## config.mk

```make
export PLATFORM = sky130hd
export DESIGN_NAME = digit_serial_addsub
export DESIGN_NICKNAME = d
export VERILOG_FILES = /design/src/rtl/digit_serial_addsub.sv
export SDC_FILE = /design/constraint.sdc
export NUM_CORES = 1
export LEC_CHECK = 0
export ABC_AREA = 0
export BUFFER_PORTS_ARGS = -buffer_cell sky130_fd_sc_hd__buf_4
export CAP_MARGIN = 20
export CELL_PAD_IN_SITES_DETAIL_PLACEMENT = 0
export CELL_PAD_IN_SITES_GLOBAL_PLACEMENT = 1
export CORE_MARGIN = 2
export CORE_UTILIZATION = 44
export DETAILED_ROUTE_END_ITERATION = 10
export PLACE_DENSITY_LB_ADDON = 0.1
export SLEW_MARGIN = 40
export SYNTH_ARGS = -nofsm -noshare
export SYNTH_HDL_FRONTEND = slang
export SYNTH_SLANG_ARGS = --single-unit
```

## constraint.sdc

```tcl
create_clock -name clk -period 3.73 [get_ports clk]
set_clock_uncertainty 0.05 [all_clocks]
set_input_delay 0 -clock clk [delete_from_list [all_inputs] [get_ports clk]]
set_output_delay 0 -clock clk [all_outputs]
set_load 0.02 [all_outputs]
```

## src/rtl/digit_serial_addsub.sv

```systemverilog
// Digit-serial adder/subtractor: adds one D-bit digit per clock, LSB digit first,
// with add/subtract/accumulate modes and a start/busy/done handshake.
module digit_serial_addsub #(
    parameter int N = 16,
    parameter int D = 4
) (
    input  logic         clk,
    input  logic         reset,
    input  logic         start,
    input  logic [N-1:0] a,
    input  logic [N-1:0] b,
    input  logic         cin,
    input  logic         sub,
    input  logic         acc,
    output logic [N-1:0] s,
    output logic         cout,
    output logic         ovf,
    output logic         busy,
    output logic         done
);

    localparam int K  = N / D;
    localparam int CW = (K > 1) ? $clog2(K) : 1;

    typedef enum logic [1:0] {
        IDLE,
        RUN,
        DONE
    } state_t;

    state_t         state_q;
    logic [N-1:0]   opa_q;
    logic [N-1:0]   opb_q;
    logic [N-1:0]   sum_q;
    logic           carry_q;
    logic [CW-1:0]  k_q;
    logic [N-1:0]   s_q;
    logic           cout_q;
    logic           ovf_q;
    logic           busy_q;
    logic           done_q;

    logic [D-1:0]   dig_a;
    logic [D-1:0]   dig_b;
    logic [D:0]     dig_full;
    logic [D-1:0]   dig_sum;
    logic           dig_cout;
    logic [N-1:0]   sum_d;
    logic           last_digit;
    logic           ovf_d;

    // One digit slice of the ripple adder; the working sum is rebuilt with the
    // current digit merged so the final result can be loaded in the same cycle.
    always_comb begin
        // NOTE: every always_comb output gets a default first so no latch is inferred.
        sum_d           = sum_q;
        dig_a           = opa_q[k_q * D +: D];
        dig_b           = opb_q[k_q * D +: D];
        dig_full        = {1'b0, dig_a} + {1'b0, dig_b} + {{D{1'b0}}, carry_q};
        dig_sum         = dig_full[D-1:0];
        dig_cout        = dig_full[D];
        sum_d[k_q * D +: D] = dig_sum;
        last_digit      = (k_q == CW'(K - 1));
        // Same-sign operands yielding a different-sign MSB equals carry-in XOR carry-out of bit N-1.
        ovf_d           = (dig_a[D-1] == dig_b[D-1]) && (dig_sum[D-1] != dig_a[D-1]);
    end

    // NOTE: sequential state uses non-blocking assignments so every register samples pre-edge values.
    always_ff @(posedge clk) begin
        if (reset) begin
            state_q <= IDLE;
            opa_q   <= '0;
            opb_q   <= '0;
            sum_q   <= '0;
            carry_q <= 1'b0;
            k_q     <= '0;
            s_q     <= '0;
            cout_q  <= 1'b0;
            ovf_q   <= 1'b0;
            busy_q  <= 1'b0;
            done_q  <= 1'b0;
        end else begin
            case (state_q)
                IDLE: begin
                    done_q <= 1'b0;
                    if (start) begin
                        opa_q   <= acc ? s_q : a;
                        opb_q   <= sub ? ~b : b;
                        carry_q <= sub ? 1'b1 : cin;
                        k_q     <= '0;
                        sum_q   <= '0;
                        busy_q  <= 1'b1;
                        state_q <= RUN;
                    end
                end
                RUN: begin
                    sum_q   <= sum_d;
                    carry_q <= dig_cout;
                    k_q     <= k_q + CW'(1);
                    if (last_digit) begin
                        s_q     <= sum_d;
                        cout_q  <= dig_cout;
                        ovf_q   <= ovf_d;
                        busy_q  <= 1'b0;
                        done_q  <= 1'b1;
                        state_q <= DONE;
                    end
                end
                DONE: begin
                    done_q  <= 1'b0;
                    state_q <= IDLE;
                end
                default: begin
                    busy_q  <= 1'b0;
                    done_q  <= 1'b0;
                    state_q <= IDLE;
                end
            endcase
        end
    end

    assign s    = s_q;
    assign cout = cout_q;
    assign ovf  = ovf_q;
    assign busy = busy_q;
    assign done = done_q;

endmodule

```

=== Word level (Yosys, flattened, before mapping) ===
Cells that the tools add are included.

* Bits of input ports: 38
* Word-level logic and storage cells: 54
* Flip-flop bits (word level): 73
* Output and inout bits: 20

* Bitwise operators: 3
* Equal/unequal tests: 7
* Muxes and demuxes: 16
* Shifts and indexed selects: 4
* Add/subtract/negate cells: 4
* Reductions and logical operators: 9

{| class="wikitable"
|+ Operators with widths
! cell !! number
|-
| $mux 16 || 3
|-
| $neg 4->34 || 1
|-
| $shift 4x34->16 const A || 1
|-
| $shiftx 4x34->16 || 1
|-
| $pmux 16 s2 || 1
|-
| $shiftx 16x5->4 || 2
|-
| $bwmux 16 || 1
|-
| $not 16->16 || 1
|-
| $pmux 2 s2 || 2
|-
| $reduce_and 2->1 || 4
|-
| $mux 2 || 3
|-
| $add 4x4->5 || 1
|-
| $add 5x1->5 || 1
|-
| $eq 2x2->1 const B || 2
|-
| $mux 1 || 4
|-
| $ne 2x2->1 const B || 2
|-
| $pmux 1 s3 || 1
|-
| $reduce_and 3->1 || 1
|-
| $add 2x1->2 const B || 1
|-
| $eq 2x1->1 const B || 1
|-
| $logic_not 2->1 || 1
|-
| $not 1->1 || 2
|-
| $pmux 1 s2 || 1
|-
| $reduce_bool 2->1 || 1
|-
| 4 further kinds || 4
|}

=== Longest topological paths before layout ===
Gate-level depths: netlist of the first run.

* Word-level depth: 6
* Gate-level depth with buffers: 8
* Depth with buffers taken out: 7

=== Worst setup path after synthesis of the first run ===
Ideal clock, no wire load.

* Path type: reg2reg
* Start point: register k_q[0]
* End point: register carry_q
* Data required time: 3.558 ns
* Clock period less this slack: 2.962 ns
* Buffers on the path: 1
* Data arrival time: 2.790 ns
* Slack: 0.768 ns
* Library setup time: 0.122 ns
* Stages on the path, launching flop included: 8
* Path through: dfxtp_1 buf_2 mux4_2 fa_1 fa_1 a21o_2 a21o_1 a221o_1

* Cells in the longest elaborated chain, start to end: 4
* Elaborated cells on any way between the ends: 5
* Classes of those cells: add/sub (2); shift (2); mux (1)

{| class="wikitable"
|+ RTL lines
! what !! RTL line !! text
|-
| start, declared || 36 || <nowiki>logic [CW-1:0] k_q;</nowiki>
|-
| start signal, assigned || 99 || <nowiki>k_q <= k_q + CW'(1);</nowiki>
|-
| $shiftx 16x5->4, on equally long branches || 57, 58 ||
|-
| $add 4x4->5 * || 59 || <nowiki>dig_full = {1'b0, dig_a} + {1'b0, dig_b} + {{D{1'b0}}, carry_q};</nowiki>
|-
| $add 5x1->5 * || 59 ||
|-
| $pmux 1 s2 * || 83 || <nowiki>case (state_q)</nowiki>
|-
| end signal, assigned || 89 || <nowiki>carry_q <= sub ? 1'b1 : cin;</nowiki>
|-
| end signal, assigned || 98 || <nowiki>carry_q <= dig_cout;</nowiki>
|-
| end, declared || 35 || <nowiki>logic carry_q;</nowiki>
|}

Every way passes the cells marked *; elsewhere a longest branch is shown, timed or not.
A chain may end at the register's enable or synchronous reset.

=== Worst setup path after layout of the first run ===
* Start point: register k_q[0]
* End point: register sum_q[10]

* Cells in the longest elaborated chain, start to end: 6
* Elaborated cells on any way between the ends: 9
* Classes of those cells: add/sub (3); shift (4); mux (2)

{| class="wikitable"
|+ RTL lines
! what !! RTL line !! text
|-
| $shiftx 16x5->4, on equally long branches || 57, 58 ||
|-
| $add 4x4->5 || 59 ||
|-
| $add 5x1->5 || 59 ||
|-
| $shiftx 4x34->16 || 62 || <nowiki>sum_d[k_q * D +: D] = dig_sum;</nowiki>
|-
| $bwmux 16 * || 62 ||
|-
| $pmux 16 s2 * || 83 ||
|-
| end signal, assigned || 97 || <nowiki>sum_q <= sum_d;</nowiki>
|-
| end, declared || 34 || <nowiki>logic [N-1:0] sum_q;</nowiki>
|}

Marks and branches as above.

==> results.json, run 1 <==
{
  "min_period_ns": 2.82,
  "synth_area_um2": 3660,
  "crit_arrival_ns": 3.06,
  "synthTopCellsByCount": "73 x dfxtp_1, 59 x nor2_1, 28 x a211oi_1",
  "std_cell_rows": 33,
  "gp_congestion": 0.757,
  "ys.warnings.count": 0,
  "drc": 0,
  "coreArea_um2": 8130,
  "slew_violations": 0,
  "route.met3.wl_um": 571,
  "wl_per_cell_um": 17.3,
  "seq_area_frac_synth_pct": 40.0,
  "met2WireLength_mm": 4.22,
  "cpMostUsedCell": "fa_1",
  "track_usage_pct": 21.9,
  "critPathLaunchType": "flip-flop",
  "fin_ws_ns": 0.910,
  "seqPwrFrac_pct": 46.2,
  "async_reset_ff_share_pct": 0,
  "insertion_delay_ns": 0.35,
  "cts_setup_buffers": 0,
  "powerDensity_nw_per_um2": 403,
  "antennaDiodeCount": 0,
  "crit_required_ns": 3.97,
  "swShare_pct": 29.2,
  "synth_ff_type": "dfxtp_1",
  "endpoint_kind": "flip-flop",
  "synth_nets": 411,
  "cts_tree": "built",
  "grt_pass1_wl_mm": 14.7,
  "r2r_slack_ns": 0.91,
  "final_net_count": 478,
  "rsz0062_at_grt": "no",
  "cts_max_level": 3,
  "path_class": "reg -> reg",
  "die_y_um": 95.2,
  "grt_max_degree": 66,
  "timing.critical_path.slowest_cell_delay_ns": 0.58,
  "cts_root_buf": "clkbuf_8",
  "power_leakage_nw": 1.81,
  "finalWirelength_mm": 9.35,
  "synth-edff-count": 0,
  "syn_inst": 362,
  "cts_sinks": 73,
  "crit_end": "sum_q[10]",
  "grt_overflow": 0,
  "clkTransAtPathRegs_ns": 0.08,
  "ys_ff_latch": 73,
  "cts_made_buffers": 9,
  "finalHoldViolations": 0,
  "die_area_um2": 9060,
  "slowest_stage": "mux4_2",
  "fmax_mhz": 355,
  "antenna_found_initial": 0,
  "relSlewSlack_pct": 50.9,
  "port-buffer-count": 57,
  "ff2ff_path_depth": 6,
  "crit_start": "k_q[0]",
  "outcome": "finished, final reports clean",
  "wl_met1_mm": 4.35,
  "synth_top_area_share_pct": 40.0,
  "p_int_mw": 1.29,
  "worst_pin_slew_ns": 0.737,
  "clockPowerShare_pct": 34.9,
  "cts.path.max_buffers": 2,
  "io_pins": 58,
  "whs_ns": 0.00925,
  "drt_iter0_markers": 138,
  "area_delta_synth_final_pct": 24.1,
  "cap_viol_max_count": 0,
  "cp_max_fo": 5,
  "place_ws_ns": 0.909,
  "layout-drive-gt1-share_pct": 24.2,
  "synth.distinct_cells": 46,
  "firstDrtPassIters": 5,
  "die_x_um": 95.2,
  "synth.most_common_cell": "dfxtp_1",
  "finalCritPeriodShare_pct": 75.6,
  "worstReg2RegEnd": "sum_q[10]",
  "yosys.area.top_type": "dfxtp_1",
  "rr_startpoint": "k_q[0]",
  "switchingPower_mw": 0.535,
  "grt_pass1_vias": 2697,
  "combinationalPowerShare_pct": 19.0,
  "finalSetupViolations": 0,
  "dr.max_layer_used": "met4",
  "vdd_drop_max_v": 0.000194,
  "synthTopCellsByArea": "dfxtp_1 40%, nor2_1 6.1%, a211oi_1 5.7%",
  "num_vias": 2941,
  "crit_chain": "mux4_2 -> fa_1 -> fa_1 -> xor2_1 -> and2_1 -> a22o_1",
  "via_per_inst": 5.46,
  "syn_area_per_cell_um2": 10.1,
  "ant_nets": 0,
  "place_hpwl_mm": 6.47,
  "initial_core_util_pct": 45.0,
  "min_path_type": "in -> reg",
  "tns_ns": 0
}
routing by layer:
layer / GRT usage (%) / vias up
met3: 4.11 / 16
met2: 32.6 / 98
met1: 30.9 / 1363
li1: - / 1464
met4: 9.54 / 0
met5: 0 / -
how the worst min path moves through the flow:
stage	startpoint	end	depth (start not counted)
after floorplan	b[0]	opb_q[0]	2
after global placement	b[11]	opb_q[11]	3
after detailed placement	b[0]	opb_q[0]	3
after CTS	a[2]	opa_q[2]	3
after global routing	a[2]	opa_q[2]	3
final	a[2]	opa_q[2]	3
per-stage QoR:
step                cells  power [mW]  cell area (µm²)  utilization (%)
floorplan             362        1.10             3660                -
global placement      494        1.18             4040             49.7
detailed placement    494        1.19             4040             49.7
CTS                   539        1.84             4540             55.8
global route          539        1.92             4540             55.8
finish                539        1.83             4540             55.8
flip-flops by register name, summed over array words and instances (netlist names):
signal and flops:
carry_q 1, cout 1, opa_q 16, busy 1, sum_q 16, s 16
state_q 2, opb_q 16, ovf 1, k_q 2, done 1
worst max-delay path, delay by kind of cell, from the launching register on:
family	cells	cell delay, ns
AND/OR/NAND/NOR	1	0.26
XOR/XNOR	1	0.36
multiplexers	1	0.58
adder cells (fa/ha/maj)	2	0.87
AO/OA/AOI/OAI	1	0.15
flip-flops	1	0.50
power groups by stage:
stage / Sequential [mW] / Clock (mW) / Combinational [mW]
after floorplan: 0.852 / 0 / 0.251
after detailed placement: 0.863 / 0 / 0.322
final: 0.845 / 0.637 / 0.347
after global placement: 0.864 / 0 / 0.318
after global routing: 0.850 / 0.692 / 0.378
after CTS: 0.845 / 0.652 / 0.347
layout make-up:
| class | count | area (µm²) |
|---|---|---|
| clock buffer | 9 | 124 |
| clock inverter | 7 | 78.8 |
| fill | 732 | 3600 |
| inverter | 9 | 33.8 |
| multi-input combinational | 246 | 1960 |
| sequential | 73 | 1460 |
| tap | 105 | 131 |
| timing repair buffer | 90 | 748 |
cell usage in the layout, fill, tap and decap left out, types with 2 or more instances in the layout:
cell type,synthesis,layout
inv_6,0,2
buf_4,5,61
nand2b_1,7,7
a21o_1,2,2
mux2i_1,17,17
mux4_2,8,8
a221oi_1,11,11
nor3_1,12,12
clkbuf_8,0,9
nand4_1,4,4
and4b_1,2,2
xnor2_1,16,16
a211oi_2,11,11
a211oi_1,28,28
clkinvlp_4,0,3
inv_1,9,9
nand2_1,6,6
o21a_1,4,4
dlygate4sd3_1,0,29
a32o_1,11,11
and4bb_2,2,2
ha_1,9,9
dfxtp_1,73,73
and2_1,2,2
fa_1,2,2
nor2b_1,2,2
a22o_1,6,6
a21oi_1,10,10
nor2_1,59,59
repair_timing:
item | 4_1_cts | 5_1_grt
gates resized for setup | 0 | 0
hold buffers | 29 | 0
hold endpoints to repair | 29 | 0
kinds of logic (layout without fill, tap and decap cells):
kind of cell	count (synthesis)	after routing	share of synthesized area [%]
multiplexers	25	25	9.58
flip-flops	73	73	40.0
AO/OA/AOI/OAI	88	88	20.4
adder cells (fa/ha/maj)	11	11	4.17
AND/OR/NAND/NOR	104	104	14.4
XOR/XNOR	18	18	4.82
buffers and inverters	43	115	6.64
Note: power is estimated with default switching activity, not from simulation.
==> run 2: changes to the inputs <==
==> constraint.sdc (replaced) <==
create_clock -name clk -period 2.7 [get_ports clk]
set_clock_uncertainty 0.05 [all_clocks]
set_input_delay 0 -clock clk [delete_from_list [all_inputs] [get_ports clk]]
set_output_delay 0 -clock clk [all_outputs]
set_load 0.02 [all_outputs]
==> run 2 against run 1 <==
Net effect: sequential share of layout area shrank 0.61 points; design area grew 2.2%; clock power grew 68%; worst hold slack lost 0.0049 ns; flip-flop and latch count is the same; first-iteration DRC count grew 5.8%; critical endpoint is now carry_q; largest power group unchanged; combinational power grew 44%; die area is the same; non-clock buffer count grew 4.
==> results.json, run 2 (same netlist as run 1, synthesis figures left out) <==
{
  "outcome": "finished, final reports clean",
  "die_y_um": 95.2,
  "initial_core_util_pct": 45.0,
  "drc": 0,
  "final_net_count": 482,
  "layout.cells.most_common": "dfxtp_1",
  "seqPwrFrac_pct": 42.5,
  "r2r_slack_ns": 0.11,
  "rr_startpoint": "k_q[0]",
  "grt_pass1_vias": 2805,
  "crit_start": "k_q[0]",
  "endpoint_kind": "flip-flop",
  "clkTransAtPathRegs_ns": 0.08,
  "cts_made_buffers": 9,
  "finalSetupViolations": 0,
  "cts_tree": "built",
  "gp_congestion": 0.781,
  "finalCritPeriodShare_pct": 96.1,
  "grt_pass1_wl_mm": 14.7,
  "slew_violations": 0,
  "power_leakage_nw": 1.86,
  "coreArea_um2": 8130,
  "tns_ns": 0,
  "p_int_mw": 1.99,
  "die_x_um": 95.2,
  "firstDrtPassIters": 4,
  "seq_area_um2": 1470,
  "grt_overflow": 0,
  "area_delta_synth_final_pct": 26.8,
  "powerDensity_nw_per_um2": 590,
  "finalWirelength_mm": 9.33,
  "crit_required_ns": 2.89,
  "cts_setup_buffers": 0,
  "crit_end": "carry_q",
  "worstReg2RegEnd": "carry_q",
  "min_period_ns": 2.59,
  "place_ws_ns": 0.0856,
  "finalHoldViolations": 0,
  "cts.path.max_buffers": 2,
  "critPathLaunchType": "flip-flop",
  "io_pins": 58,
  "vdd_drop_max_v": 0.000283,
  "final_cell_mix": "72 x dfxtp_1, 66 x buf_4, 59 x nor2_1",
  "worst_pin_slew_ns": 0.588,
  "combinationalPowerShare_pct": 18.2,
  "wl_per_cell_um": 17.2,
  "cts_sinks": 73,
  "cap_viol_max_count": 0,
  "final_util_pct": 57.0,
  "min_path_type": "in -> reg",
  "ff2ff_path_depth": 6,
  "place_hpwl_mm": 6.55,
  "dp_cells": 500,
  "via_per_inst": 5.35,
  "switchingPower_mw": 0.744,
  "antenna_found_initial": 0,
  "grt_max_degree": 59,
  "num_vias": 2906,
  "cp_max_fo": 5,
  "std_cell_rows": 33,
  "fin_ws_ns": 0.105,
  "multi_input_area_um2": 1970,
  "crit_arrival_ns": 2.78,
  "path_class": "reg -> reg",
  "swShare_pct": 27.2,
  "insertion_delay_ns": 0.35,
  "die_area_um2": 9060,
  "cts_root_buf": "clkbuf_8",
  "ant_nets": 0,
  "rsz0062_at_grt": "no",
  "clockPowerShare_pct": 39.2,
  "antennaDiodeCount": 0,
  "port-buffer-count": 57,
  "final_cells": 543,
  "layout-drive-gt1-share_pct": 26.0,
  "relSlewSlack_pct": 60.8,
  "cts_max_level": 3,
  "track_usage_pct": 21.7,
  "n_fill_cell": 726,
  "drt_iter0_markers": 146,
  "fmax_mhz": 385
}
[run 2: changes by cell type in the layout (fill, tap and decap cells not counted), sizes merged]
cell / change
dlygate4sd3: -2
clkinvlp: -2
buf: +6
bufinv: +2
[run 2: power groups by stage]
stage                     clock network (mW)  logic [mW]  registers (mW)
after floorplan                            0       0.350            1.18
after global placement                     0       0.463            1.19
after detailed placement                   0       0.465            1.19
after CTS                               1.09       0.498            1.16
after global routing                    1.14       0.545            1.17
final                                   1.07       0.498            1.16
[run 2: worst min-delay path by stage]
stage	startpoint	to	slack (ns)	cells past startpoint
2_1_floorplan	b[0]	opb_q[0]	0.15	2
3_3_place_gp	b[11]	opb_q[11]	0.25	3
3_5_place_dp	b[15]	opb_q[15]	0.25	3
4_1_cts	a[14]	opa_q[14]	0.0002	3
5_1_grt	a[2]	opa_q[2]	0.003	3
6_report	a[2]	opa_q[2]	0.004	3
[run 2: metrics by stage]
stage	total power [mW]	hold slack (ns)	area [µm²]
2_1_floorplan	1.53	0.153	3670
3_3_place_gp	1.65	0.248	4110
3_5_place_dp	1.65	0.252	4110
4_1_cts	2.75	0.000160	4630
5_1_grt	2.86	0.00290	4640
6_report	2.73	0.00435	4640
[run 2: area by class of cell]
class,count,share of cell area [%]
tap,105,2.83
sequential,73,31.6
multi-input combinational,246,42.5
clock inverter,7,2.73
inverter,9,0.729
timing repair buffer,94,17.0
clock buffer,9,2.67
[run 2: timing repair]
item                                    CTS  global route
endpoints found under the setup margin    0             4
hold endpoints to repair                 33             0
resized for setup                         0             2
hold buffers                             27             0
[run 2: worst max-delay path: stages, from the launching register on]
cell,delay (ns)
dfxtp_4,0.39
mux4_2,0.53
fa_2,0.40
fa_1,0.43
a21o_2,0.23
a21o_1,0.18
a221o_1,0.28
[run 2: metal layers]
layer / GRT usage (%) / up-vias / share of wire (%)
met5: 0 / - / 0
met4: 6.16 / 0 / 1.2
met3: 4.90 / 11 / 5.4
met2: 33.0 / 90 / 45
met1: 30.9 / 1339 / 49
li1: - / 1466 / -
